## src/rtl/id_branch_resolver.sv

```systemverilog
// id_branch_resolver: ID-stage IF/ID register, control-flow decode and
// next-PC select, branch/jump operand hazard stalls, wrong-path squash.
// Optional build macro: DELAY_SLOT_EN (taken control ops keep the slot word).
module id_branch_resolver #(
  parameter logic [31:0] NOP_WORD = 32'h0000_0000
) (
  input  logic        clk,
  input  logic        reset,
  input  logic [31:0] instr_if,
  input  logic [31:0] pc_4_if,
  input  logic [31:0] rs_data,
  input  logic [31:0] rt_data,
  input  logic        ex_reg_write,
  input  logic        ex_mem_read,
  input  logic [4:0]  ex_dst,
  input  logic        mem_mem_read,
  input  logic [4:0]  mem_dst,
  output logic [31:0] instr_id,
  output logic [31:0] pc_4_id_full,
  output logic [3:0]  pc_4_id,
  output logic [27:0] offset28,
  output logic [31:0] beq,
  output logic [31:0] jr,
  output logic [1:0]  pc_src,
  output logic        pc_write,
  output logic        bubble
);

  localparam int unsigned XLEN = 32;
  localparam int unsigned RW   = 5;
  localparam int unsigned OW   = 6;

  localparam logic [OW-1:0] OP_SPECIAL = 6'b000000;
  localparam logic [OW-1:0] OP_J       = 6'b000010;
  localparam logic [OW-1:0] OP_JAL     = 6'b000011;
  localparam logic [OW-1:0] OP_BEQ     = 6'b000100;
  localparam logic [OW-1:0] FN_JR      = 6'b001000;

  localparam logic [1:0] SRC_PC4 = 2'b00;
  localparam logic [1:0] SRC_J   = 2'b01;
  localparam logic [1:0] SRC_BR  = 2'b10;
  localparam logic [1:0] SRC_JR  = 2'b11;

  typedef enum logic {ST_RUN, ST_FLUSH} state_t;

  state_t          state_q, state_d;
  logic [XLEN-1:0] instr_id_q, instr_id_d;
  logic [XLEN-1:0] pc4_q, pc4_d;

  logic [OW-1:0] opcode, funct;
  logic [RW-1:0] rs_idx, rt_idx;
  logic          is_j, is_beq, is_jr, ctrl_op;
  logic          uses_rs, uses_rt, rs_hz, rt_hz;
  logic          stall, taken, redirect;

  // Field extraction and control-flow decode of the ID instruction
  always_comb begin
    opcode  = instr_id_q[31:26];
    funct   = instr_id_q[5:0];
    rs_idx  = instr_id_q[25:21];
    rt_idx  = instr_id_q[20:16];
    is_j    = (opcode == OP_J) || (opcode == OP_JAL);
    is_beq  = (opcode == OP_BEQ);
    is_jr   = (opcode == OP_SPECIAL) && (funct == FN_JR);
    ctrl_op = is_j || is_beq || is_jr;
    uses_rs = !is_j;
    uses_rt = !is_j && !is_jr;
  end

  // Hazard detection: control ops need final values in ID, everything else only load-use
  always_comb begin
    rs_hz = (rs_idx != RW'(0)) &&
            ((ctrl_op && ex_reg_write && (ex_dst == rs_idx)) ||
             (ctrl_op && mem_mem_read && (mem_dst == rs_idx)) ||
             (ex_mem_read && (ex_dst == rs_idx)));
    rt_hz = (rt_idx != RW'(0)) &&
            ((ctrl_op && ex_reg_write && (ex_dst == rt_idx)) ||
             (ctrl_op && mem_mem_read && (mem_dst == rt_idx)) ||
             (ex_mem_read && (ex_dst == rt_idx)));
    stall    = (uses_rs && rs_hz) || (uses_rt && rt_hz);
    taken    = (state_q == ST_RUN) &&
               (is_j || is_jr || (is_beq && (rs_data == rt_data)));
    redirect = taken && !stall;
  end

  // FSM state register
  always_ff @(posedge clk or posedge reset) begin
    if (reset) state_q <= ST_RUN;
    else       state_q <= state_d;
  end

  // FSM next state: a squashing redirect spends one cycle in FLUSH
  always_comb begin
    state_d = state_q;
    case (state_q)
      ST_RUN: begin
`ifdef DELAY_SLOT_EN
        state_d = ST_RUN;
`else
        if (redirect) state_d = ST_FLUSH;
`endif
      end
      ST_FLUSH: state_d = ST_RUN;
      default:  state_d = ST_RUN;
    endcase
  end

  // FSM outputs: next-PC select, PC enable and ID/EX bubble
  always_comb begin
    pc_src   = SRC_PC4;
    pc_write = 1'b1;
    bubble   = 1'b0;
    if (stall) begin
      pc_write = 1'b0;
      bubble   = 1'b1;
    end else if (redirect) begin
      if (is_j)        pc_src = SRC_J;
      else if (is_beq) pc_src = SRC_BR;
      else             pc_src = SRC_JR;
    end
  end

  // IF/ID next value: hold on stall, squash the wrong-path fetch on redirect
  always_comb begin
    instr_id_d = instr_id_q;
    pc4_d      = pc4_q;
    if (!stall) begin
      instr_id_d = instr_if;
      pc4_d      = pc_4_if;
`ifndef DELAY_SLOT_EN
      if (redirect) instr_id_d = NOP_WORD;
`endif
    end
  end

  // IF/ID pipeline register
  always_ff @(posedge clk or posedge reset) begin
    if (reset) begin
      instr_id_q <= NOP_WORD;
      pc4_q      <= '0;
    end else begin
      instr_id_q <= instr_id_d;
      pc4_q      <= pc4_d;
    end
  end

  assign instr_id     = instr_id_q;
  assign pc_4_id_full = pc4_q;
  assign pc_4_id      = pc4_q[31:28];
  assign offset28     = {instr_id_q[25:0], 2'b00};
  assign beq          = pc4_q + {{14{instr_id_q[15]}}, instr_id_q[15:0], 2'b00};
  assign jr           = rs_data;

endmodule

```

## config.mk

```make
export PLATFORM = sky130hd
export DESIGN_NAME = id_branch_resolver
export DESIGN_NICKNAME = d
export VERILOG_FILES = /design/src/rtl/id_branch_resolver.sv
export SDC_FILE = /design/constraint.sdc
export NUM_CORES = 1
export LEC_CHECK = 0
export CELL_PAD_IN_SITES_DETAIL_PLACEMENT = 0
export CELL_PAD_IN_SITES_GLOBAL_PLACEMENT = 1
export CORE_MARGIN = 2
export CORE_UTILIZATION = 28
export CTS_BUF_LIST = sky130_fd_sc_hd__clkbuf_8
export CTS_CLUSTER_SIZE = 24
export DETAILED_ROUTE_END_ITERATION = 16
export PLACE_DENSITY_LB_ADDON = 0.25
export SLEW_MARGIN = 20
export SYNTH_ARGS = -nofsm -noshare
export SYNTH_HDL_FRONTEND = slang
export SYNTH_SLANG_ARGS = --single-unit
```

## constraint.sdc

```tcl
create_clock -name clk -period 3.8 [get_ports clk]
set_input_delay 0.76 -clock clk [delete_from_list [all_inputs] [get_ports clk]]
set_output_delay 0.76 -clock clk [all_outputs]
set_load 0.05 [all_outputs]
```

# [After elaboration in Yosys (flattened, before gate mapping)]
# Cells that the tools add are included.
# W data, S select, Z words.
[word_totals] register_bits=65 latch_bits=0 ram_bits=0 mem_bits_ro=0 input_bits=143 out_inout_bits=164 wordCells=56 memories=0
[op_classes] add_sub_neg=1 mul=0 div_mod_pow=0 magnitude_cmp=0 eq_ne=9 n_shift=0 mux=9 bitwise=1 n_reduce_logical=33
[ops] cell="$add A32 B32 Y32" count=1
[ops] cell="$eq A32 B32 Y1" count=1
[ops] cell="$mux W32" count=1
[ops] cell="$eq A5 B5 Y1" count=4
[ops] cell="$logic_and A1 B1 Y1" count=17
[ops] cell="$eq A6 B2 Y1 const B" count=2
[ops] cell="$logic_or A1 B1 Y1" count=10
[ops] cell="$reduce_bool A5 Y1" count=2
[ops] cell="$eq A6 B3 Y1 const B" count=1
[ops] cell="$eq A6 B4 Y1 const B" count=1
[ops] cell="$logic_not A6 Y1" count=1
[ops] cell="$mux W2" count=3
[ops] cell="$mux W1" count=4
[ops] cell="$logic_not A1 Y1" count=3
[ops] cell="$pmux W1 S2" count=1
[ops] cell="$not A1 Y1" count=1

# [Longest topological paths before layout]
# Gate-level depths: netlist (run 1).
[logic_depth] depth_word=15 depth_mapped=11 depth_no_buf=11

# [Worst setup path after synthesis (run 1)]
# Ideal clock, no wire load.
[synth_timing] path_type="reg-to-output" startpoint="reg instr_id_q[3], in the netlist instr_id[3]" endpoint="out beq[17]" t_arrival_ns=3.842 t_required_ns=3.040 path_slack_ns=-0.802 stages_incl_launch_ff=10 n_path_buf=0 path_cell_list="dfrtp_1 -> ha_1 -> a21o_1 -> a21oi_1 -> a21oi_1 -> o2111ai_1 -> a21oi_1 -> o21ai_0 -> nand2_1 -> o311ai_0"
[synth_via] elab_chain_cells=1
[synth_lines] element="start: declaration" line="47" rtl="logic [XLEN-1:0] instr_id_q, instr_id_d;"
[synth_lines] element="start signal: assignment" line="142" rtl="instr_id_q <= instr_id_d;"
[synth_lines] element="$add A32 B32 Y32" line="151" rtl="assign beq = pc4_q + {{14{instr_id_q[15]}}, instr_id_q[15:0], 2'b00};"
[synth_lines] element="end: declaration" line="22" rtl="output logic [31:0] beq,"
# No other way between the ends.

# [Final worst setup path (run 1)]
[layout_timing] startpoint="reg instr_id_q[0], in the netlist instr_id[0]" endpoint="out beq[26]"
# Same word-level chain as after synthesis.

==> metrics.cfg, run 1 <==
[status]
run_status=complete, but fails checks
failed_checks=negative setup slack

[power_and_ir_drop]
power_switching_uw=1857
internal_power_uw=2183
power_frac_seq_pct=20.7
combinationalPowerShare_pct=62.1
power_dens_cells_mw_per_mm2=453.3
clkPwrFrac_pct=17.2
peakVddDrop_uv=243.7
switching_part_of_the_total_pct=45.96
leakage_uw=0.003597
totalPowerFinal_uw=4040

[critical_path]
r2r_slack_ns=1.03
capturing_point_of_the_worst_reg2reg_path=pc_4_id_full[31]
cpLargestDelayFamily=compound AO/OA/AOI/OAI gates
critical_path_required_ns=3.04
timing_worst_setup_path_type=flip-flop to output pin
worstPathArrival_ns=3.05
timing.critical_path.buf_inv=2
critical_path.startpoint_type=flip-flop
regToRegStartpoint=instr_id[25]
r2r_cells=9
crit_path_max_fanout=3
critPathMaxStageDelay_ns=0.43
cp_cell_sequence=ha_4 > inv_2 > fa_2 > nor2b_4 > o31ai_4 > a21oi_2 > a311o_1 > o31a_1 > a211oi_4 > o21ai_2 > xor2_4 > buf_12
slowest_stage=sky130_fd_sc_hd__dfrtp_2
timing.critical_path.to_type=output pin

[synth]
synthTopCellsByCount=sky130_fd_sc_hd__o21ai_0 (67), sky130_fd_sc_hd__buf_4 (66), sky130_fd_sc_hd__dfrtp_1 (65), sky130_fd_sc_hd__xor2_1 (45), sky130_fd_sc_hd__nand2_1 (44)
synthesis.area_per_instance_um2=9.052
async_flop_share_pct=100.0
postSynth.topFlopCell=sky130_fd_sc_hd__dfrtp_1
synth.ff_latch_count=65
synth_area_mm2=0.005250
synth.most_common_cell=sky130_fd_sc_hd__o21ai_0
netlist_instances=580
synth-edff-count=0
post_synth_num_cell_types=61
synthDominantAreaCellType=sky130_fd_sc_hd__dfrtp_1
synth.top_cells.by_area=sky130_fd_sc_hd__dfrtp_1 (31%), sky130_fd_sc_hd__buf_4 (9.4%), sky130_fd_sc_hd__xor2_1 (7.5%), sky130_fd_sc_hd__ha_1 (6.9%), sky130_fd_sc_hd__o21ai_0 (6.4%)
synth_top_cell_area_share_pct=30.98
yosys_warnings=0
seq_area_frac_synth_pct=30.98

[sta]
worst_slack_ns=-0.008718
finalHoldViolations=0
timing.final.setup_violations=1
skew_ns=0.01058
unrepaired_setup_endpoints_after_global_routing=true
finalSetupTns_ns=-0.008718
timing_worst_slew_pin_value_ns=0.6955
timing.slew.headroom_pct=53.57
period_share_pct=100.2
final-max-slew-violation-count=0
achievable-frequency_mhz=262.6
crit_path_time_final_ns=3.809

[global_routing]
total_grt_usage_pct=18.68
grt.overflow.total=0
grt_pass1_vias=5199
number_of_antenna_violations_at_the_first_check_in_global_routing=0
grt_first_pass_wirelength_mm=29.08
grt_max_degree=72

[hold_path]
hold_start=pc_4_id_full[0]
holdPathEnd=pc_4_id_full[0]
min_path_cells=1
min-delay-path-class=flip-flop to flip-flop

[cts]
clock_transition_time_at_the_flip_flop_clock_pins_of_the_worst_setup_and_hold_paths_ns=0.08
postCtsHoldBufs=0
cts_buffer_count=9
htree_num_levels=3
clk_root_buffer_cell=sky130_fd_sc_hd__clkbuf_8
clk_latency_worst_skew_pair_ns=0.37
cts_tree=yes
maximum_number_of_buffers_from_clock_root_to_sink=2
clock-sinks=65

[final_layout]
num-nets-final=1008
finish.cell_count_without_fillers=1074
syn_to_final_growth_pct=69.78
drive_above_1_share_pct=16.19
util_after_layout_pct=47.97
antenna-diode-count=0

[placed_design]
port-buffer-count=304
placedCellCount=1054
gp_congestion=0.9034
dp_hpwl_mm=14.85

[floorplanning]
floorplan.io_pins=307
die-width_um=140.9
design.die.area_mm2=0.01986
rows=50
initial_utilization_pct=28.26
core_area_mm2=0.01858
die_h_um=140.9

[detailed_routing]
drt_first_iter_violations=227
dr_total_vias=5081
route.detailed.drc=0
firstDrtPassIters=4
routed_wirelength_mm=18.62
drt_via_density=4.731
drt-wirelength-per-cell_um=17.34
final_antenna_net_count=0

[run]
max_cap_violations=0

power groups by stage:
stage	logic (uW)	registers, uW	clock network [uW]
2_1_floorplan	1300	1050	0
3_3_place_gp	2430	849	0
3_5_place_dp	2440	851	0
4_1_cts	2500	840	722
5_1_grt	2630	851	750
6_report	2510	837	696
cell families after synthesis:
| family | after synthesis | share of synthesized area [%] |
|---|---|---|
| adder cells (fa/ha/maj) | 30 | 7.293 |
| multiplexers | 32 | 6.864 |
| flip-flops | 65 | 30.98 |
| buffers and inverters | 104 | 12.46 |
| AO/OA/AOI/OAI | 161 | 19.26 |
| XOR/XNOR | 76 | 12.68 |
| AND/OR/NAND/NOR | 111 | 10.39 |
| other | 1 | 0.07143 |
layer usage:
metal	vias to the layer above	GRT usage (%)	part of all wire [%]
li1	2510	-	-
met1	2392	24.16	43
met2	160	31.25	49
met3	19	4.857	6.2
met4	0	4.579	1.3
met5	-	0	0
per-stage QoR:
stage	worst slack [ns]	hold WS (ns)	area [um2]
2_1_floorplan	-0.2088	0.5987	5351
3_3_place_gp	0.03239	0.5022	8468
3_5_place_dp	0.01001	0.5110	8468
4_1_cts	-0.06180	0.5336	8838
5_1_grt	-0.1278	0.5671	8914
6_report	-0.008718	0.5260	8914
placed cells by master (no fill, tap or decap), types with 4 or more instances in the layout:
cell,Yosys,routed
sky130_fd_sc_hd__mux2_1,12,12
sky130_fd_sc_hd__and3_1,4,4
sky130_fd_sc_hd__clkbuf_8,0,10
sky130_fd_sc_hd__xnor2_1,31,26
sky130_fd_sc_hd__o21a_1,4,4
sky130_fd_sc_hd__a21o_1,15,15
sky130_fd_sc_hd__nand4_1,9,9
sky130_fd_sc_hd__buf_4,66,32
sky130_fd_sc_hd__o21ai_0,67,64
sky130_fd_sc_hd__o21ai_2,0,4
sky130_fd_sc_hd__o21ai_1,15,14
sky130_fd_sc_hd__a21oi_1,26,20
sky130_fd_sc_hd__nor3_1,5,4
sky130_fd_sc_hd__nor2_1,18,17
sky130_fd_sc_hd__inv_1,14,12
sky130_fd_sc_hd__xnor2_2,0,5
sky130_fd_sc_hd__clkdlybuf4s50_1,0,278
sky130_fd_sc_hd__nand2_1,44,44
sky130_fd_sc_hd__nor4_1,13,11
sky130_fd_sc_hd__buf_12,0,20
sky130_fd_sc_hd__xor2_1,45,42
sky130_fd_sc_hd__dfrtp_1,65,62
sky130_fd_sc_hd__mux2_2,20,20
sky130_fd_sc_hd__ha_1,29,26
sky130_fd_sc_hd__a21oi_4,0,4
sky130_fd_sc_hd__nand2b_1,6,6
layout make-up:
| cell class | count | area [um2] |
|---|---|---|
| clock inverters | 6 | 91.34 |
| well taps | 234 | 292.8 |
| clock buffers | 10 | 137.6 |
| repair buffers | 332 | 3446 |
| multi-input cells | 412 | 3259 |
| flip-flops and latches | 65 | 1630 |
| fillers | 1745 | 9667 |
| inverters | 15 | 56.30 |
worst max path at each step:
stage | start | end | depth (start not counted) | slack, ns
final | instr_id[0] | beq[26] | 12 | -0.009
after global routing | instr_id[0] | beq[26] | 12 | -0.13
after CTS | instr_id[0] | beq[26] | 12 | -0.06
after detailed placement | rs_data[22] | pc_src[1] | 10 | 0.01
after global placement | instr_id[0] | beq[24] | 12 | 0.03
after floorplan | instr_id[3] | beq[17] | 9 | -0.21
what timing repair did:
action	CTS	global route
resized for setup	23	16
pin swaps	9	6
buffers inserted	3	1
setup endpoints to repair	12	14
state kept, by name, summed over array words and instances (netlist names):
register / flops
instr_id: 32
pc_4_id_full: 32
state_q: 1
No activity file was read; power rests on OpenSTA's default activity.
==> inputs of run 2 (changes only) <==
--- a/config.mk
+++ b/config.mk
@@ -10,7 +10,7 @@
 export CORE_MARGIN = 2
 export CORE_UTILIZATION = 28
 export CTS_BUF_LIST = sky130_fd_sc_hd__clkbuf_8
-export CTS_CLUSTER_SIZE = 24
+export CTS_CLUSTER_SIZE = 25
 export DETAILED_ROUTE_END_ITERATION = 16
 export PLACE_DENSITY_LB_ADDON = 0.25
 export SLEW_MARGIN = 20
==> results of run 2 <==
The final DEF is identical to that of run 1; final timing and power are the same.
==> inputs of run 3 (changes only) <==
--- a/config.mk
+++ b/config.mk
@@ -7,11 +7,12 @@
 export LEC_CHECK = 0
 export CELL_PAD_IN_SITES_DETAIL_PLACEMENT = 0
 export CELL_PAD_IN_SITES_GLOBAL_PLACEMENT = 1
-export CORE_MARGIN = 2
-export CORE_UTILIZATION = 28
-export CTS_BUF_LIST = sky130_fd_sc_hd__clkbuf_8
+export CORE_AREA = 2 2 120 122
 export CTS_CLUSTER_SIZE = 25
 export DETAILED_ROUTE_END_ITERATION = 16
+export DIE_AREA = 0 0 122 124
+export DONT_BUFFER_PORTS = 1
+export MAX_ROUTING_LAYER = met4
 export PLACE_DENSITY_LB_ADDON = 0.25
 export SLEW_MARGIN = 20
 export SYNTH_ARGS = -nofsm -noshare
==> run 3 against run 2 <==
Effect of this change:
- the run still ends with negative setup slack left
- sequential share of layout area up 7.3 points
- routed wire length down 15%
- core utilization down 1.5 points
- via count down 17%
- clock-buffer cell count down 1
- cell area down 28%
- global-route usage up 2.6 points
- worst setup slack worse by 0.031 ns
- critical path depth unchanged
- critical path type unchanged
- largest power group unchanged
==> metrics.cfg, run 3 (synthesis results as in run 1) <==
[status]
run_status=complete, but fails checks
failed_checks=negative setup slack

[floorplanning]
initial_utilization_pct=38.27
die-width_um=122
rows=43
core_area_mm2=0.01372
die_h_um=124
design.die.area_mm2=0.01513
floorplan.io_pins=307

[power_and_ir_drop]
internal_power_uw=1953
clkPwrFrac_pct=23.2
power_dens_cells_mw_per_mm2=581.4
combinationalPowerShare_pct=53.2
leakage_uw=0.002725
peakVddDrop_uv=314.0
power_switching_uw=1754
switching_part_of_the_total_pct=47.31
power_frac_seq_pct=23.6

[sta]
achievable-frequency_mhz=260.4
unrepaired_setup_endpoints_after_global_routing=true
finalHoldViolations=0
skew_ns=0.007952
timing.final.setup_violations=3
finalSetupTns_ns=-0.07423
finalHoldWorstSlack_ns=0.4426
crit_path_time_final_ns=3.840
period_share_pct=101.1
timing.slew.headroom_pct=39.82
worst_slack_ns=-0.04012
timing_worst_slew_pin_value_ns=0.9028
final-max-slew-violation-count=0

[hold_path]
min-delay-path-class=input port to asynchronous set/reset pin

[run]
max_cap_violations=0

[critical_path]
crit_path_max_fanout=3
r2r_slack_ns=0.70
capturing_point_of_the_worst_reg2reg_path=pc_4_id_full[14]
timing_worst_setup_path_type=flip-flop to output pin
regToRegStartpoint=instr_id[29]
timing.critical_path.to_type=output pin
r2r_cells=8
critical_path.startpoint_type=flip-flop
worstPathArrival_ns=3.08
critical_path_required_ns=3.04

[final_layout]
layout.cells.most_common_list=sky130_fd_sc_hd__buf_4 (87), sky130_fd_sc_hd__o21ai_0 (65), sky130_fd_sc_hd__dfrtp_1 (61)
layout_commonest_cell=sky130_fd_sc_hd__buf_4
syn_to_final_growth_pct=21.43
num-nets-final=777
drive_above_1_share_pct=30.05

[placed_design]
dp_hpwl_mm=12.38
preCtsSetupSlack_ns=0.01284
gp_congestion=0.9028
port-buffer-count=0

[detailed_routing]
drt-wirelength-per-cell_um=19.95
drt_via_density=5.349
route.detailed.drc=0
routed_wirelength_mm=15.82
drt_first_iter_violations=162
final_antenna_net_count=0
dr_total_vias=4242
firstDrtPassIters=4

[global_routing]
grt_pass1_vias=4339
grt_max_degree=61
grt.overflow.total=0
total_grt_usage_pct=21.24
grt_first_pass_wirelength_mm=23.62
number_of_antenna_violations_at_the_first_check_in_global_routing=2

[cts]
cts_tree=yes
clk_root_buffer_cell=sky130_fd_sc_hd__clkbuf_16
clock_transition_time_at_the_flip_flop_clock_pins_of_the_worst_setup_and_hold_paths_ns=0.06
clk_latency_worst_skew_pair_ns=0.35
maximum_number_of_buffers_from_clock_root_to_sink=2
htree_num_levels=3
clock-sinks=65
cts_buffer_count=9

run 3: cell count changes in the layout (fill, tap and decap cells not counted), sizes merged:
cell           change
clkdlybuf4s50    -278
bufinv             -1
inv                +3
clkinvlp           -1
clkbuf             -1
diode              +4
buf               +47
run 3: through the flow:
step / util [%] / cell area [um2] / power, uW / cells
CTS: 45.27 / 6211 / 3684 / 785
finish: 46.47 / 6375 / 3707 / 793
floorplan: - / 5351 / 2350 / 581
detailed placement: 42.44 / 5823 / 2772 / 765
global route: 46.43 / 6370 / 3879 / 791
global placement: 42.44 / 5823 / 2768 / 765
run 3: how the worst max path moves through the flow:
stage	endpoint	from	depth (start not counted)	slack, ns
after detailed placement	beq[24]	instr_id[0]	12	0.01
after global placement	beq[24]	instr_id[0]	12	0.06
after floorplan	beq[17]	instr_id[3]	9	-0.21
after CTS	beq[26]	instr_id[0]	12	-0.11
final	beq[24]	instr_id[0]	12	-0.04
after global routing	beq[24]	instr_id[0]	12	-0.18
run 3: power by group through the flow:
stage | Clock [uW] | Sequential, uW | Combinational [uW]
5_1_grt | 913 | 884 | 2080
2_1_floorplan | 0 | 1050 | 1300
6_report | 860 | 875 | 1970
3_3_place_gp | 0 | 884 | 1880
4_1_cts | 886 | 875 | 1920
3_5_place_dp | 0 | 886 | 1890
run 3: timing repair:
| action | in CTS | in global routing |
|---|---|---|
| gates resized for setup | 13 | 25 |
| hold buffers | 0 | 0 |
| pin swaps | 12 | 10 |
| setup endpoints to repair | 12 | 12 |
| hold endpoints to repair | 0 | 0 |
| buffers inserted | 4 | 4 |
run 3: area by class of cell:
cell class	count	area, um2
Fill cell	1316	7345
Timing Repair Buffer	101	915.9
Antenna cell	4	10.01
Clock inverter	7	76.32
Tap cell	180	225.2
Inverter	15	56.30
Multi-Input combinational cell	412	3234
Clock buffer	9	225.2
Sequential cell	65	1632
run 3: routing by layer:
metal  vias up  track usage (%)  part of all wire (%)
met1      1997            24.43                    41
li1       2030                -                     -
met4         0            6.394                   2.2
met2       191            34.95                    49
met5         -                -                     0
met3        24            7.601                   7.5
run 3: critical path, cell delays in order, from the launching register on:
cell and delay, ns:
sky130_fd_sc_hd__dfrtp_2 0.43, sky130_fd_sc_hd__ha_4 0.17, sky130_fd_sc_hd__inv_2 0.05, sky130_fd_sc_hd__fa_2 0.23
sky130_fd_sc_hd__nor2b_4 0.05, sky130_fd_sc_hd__o31ai_4 0.25, sky130_fd_sc_hd__a21oi_2 0.10, sky130_fd_sc_hd__a311o_1 0.35
sky130_fd_sc_hd__o31a_1 0.34, sky130_fd_sc_hd__a31o_4 0.28, sky130_fd_sc_hd__a2111oi_4 0.25, sky130_fd_sc_hd__a211oi_4 0.07
sky130_fd_sc_hd__buf_12 0.16
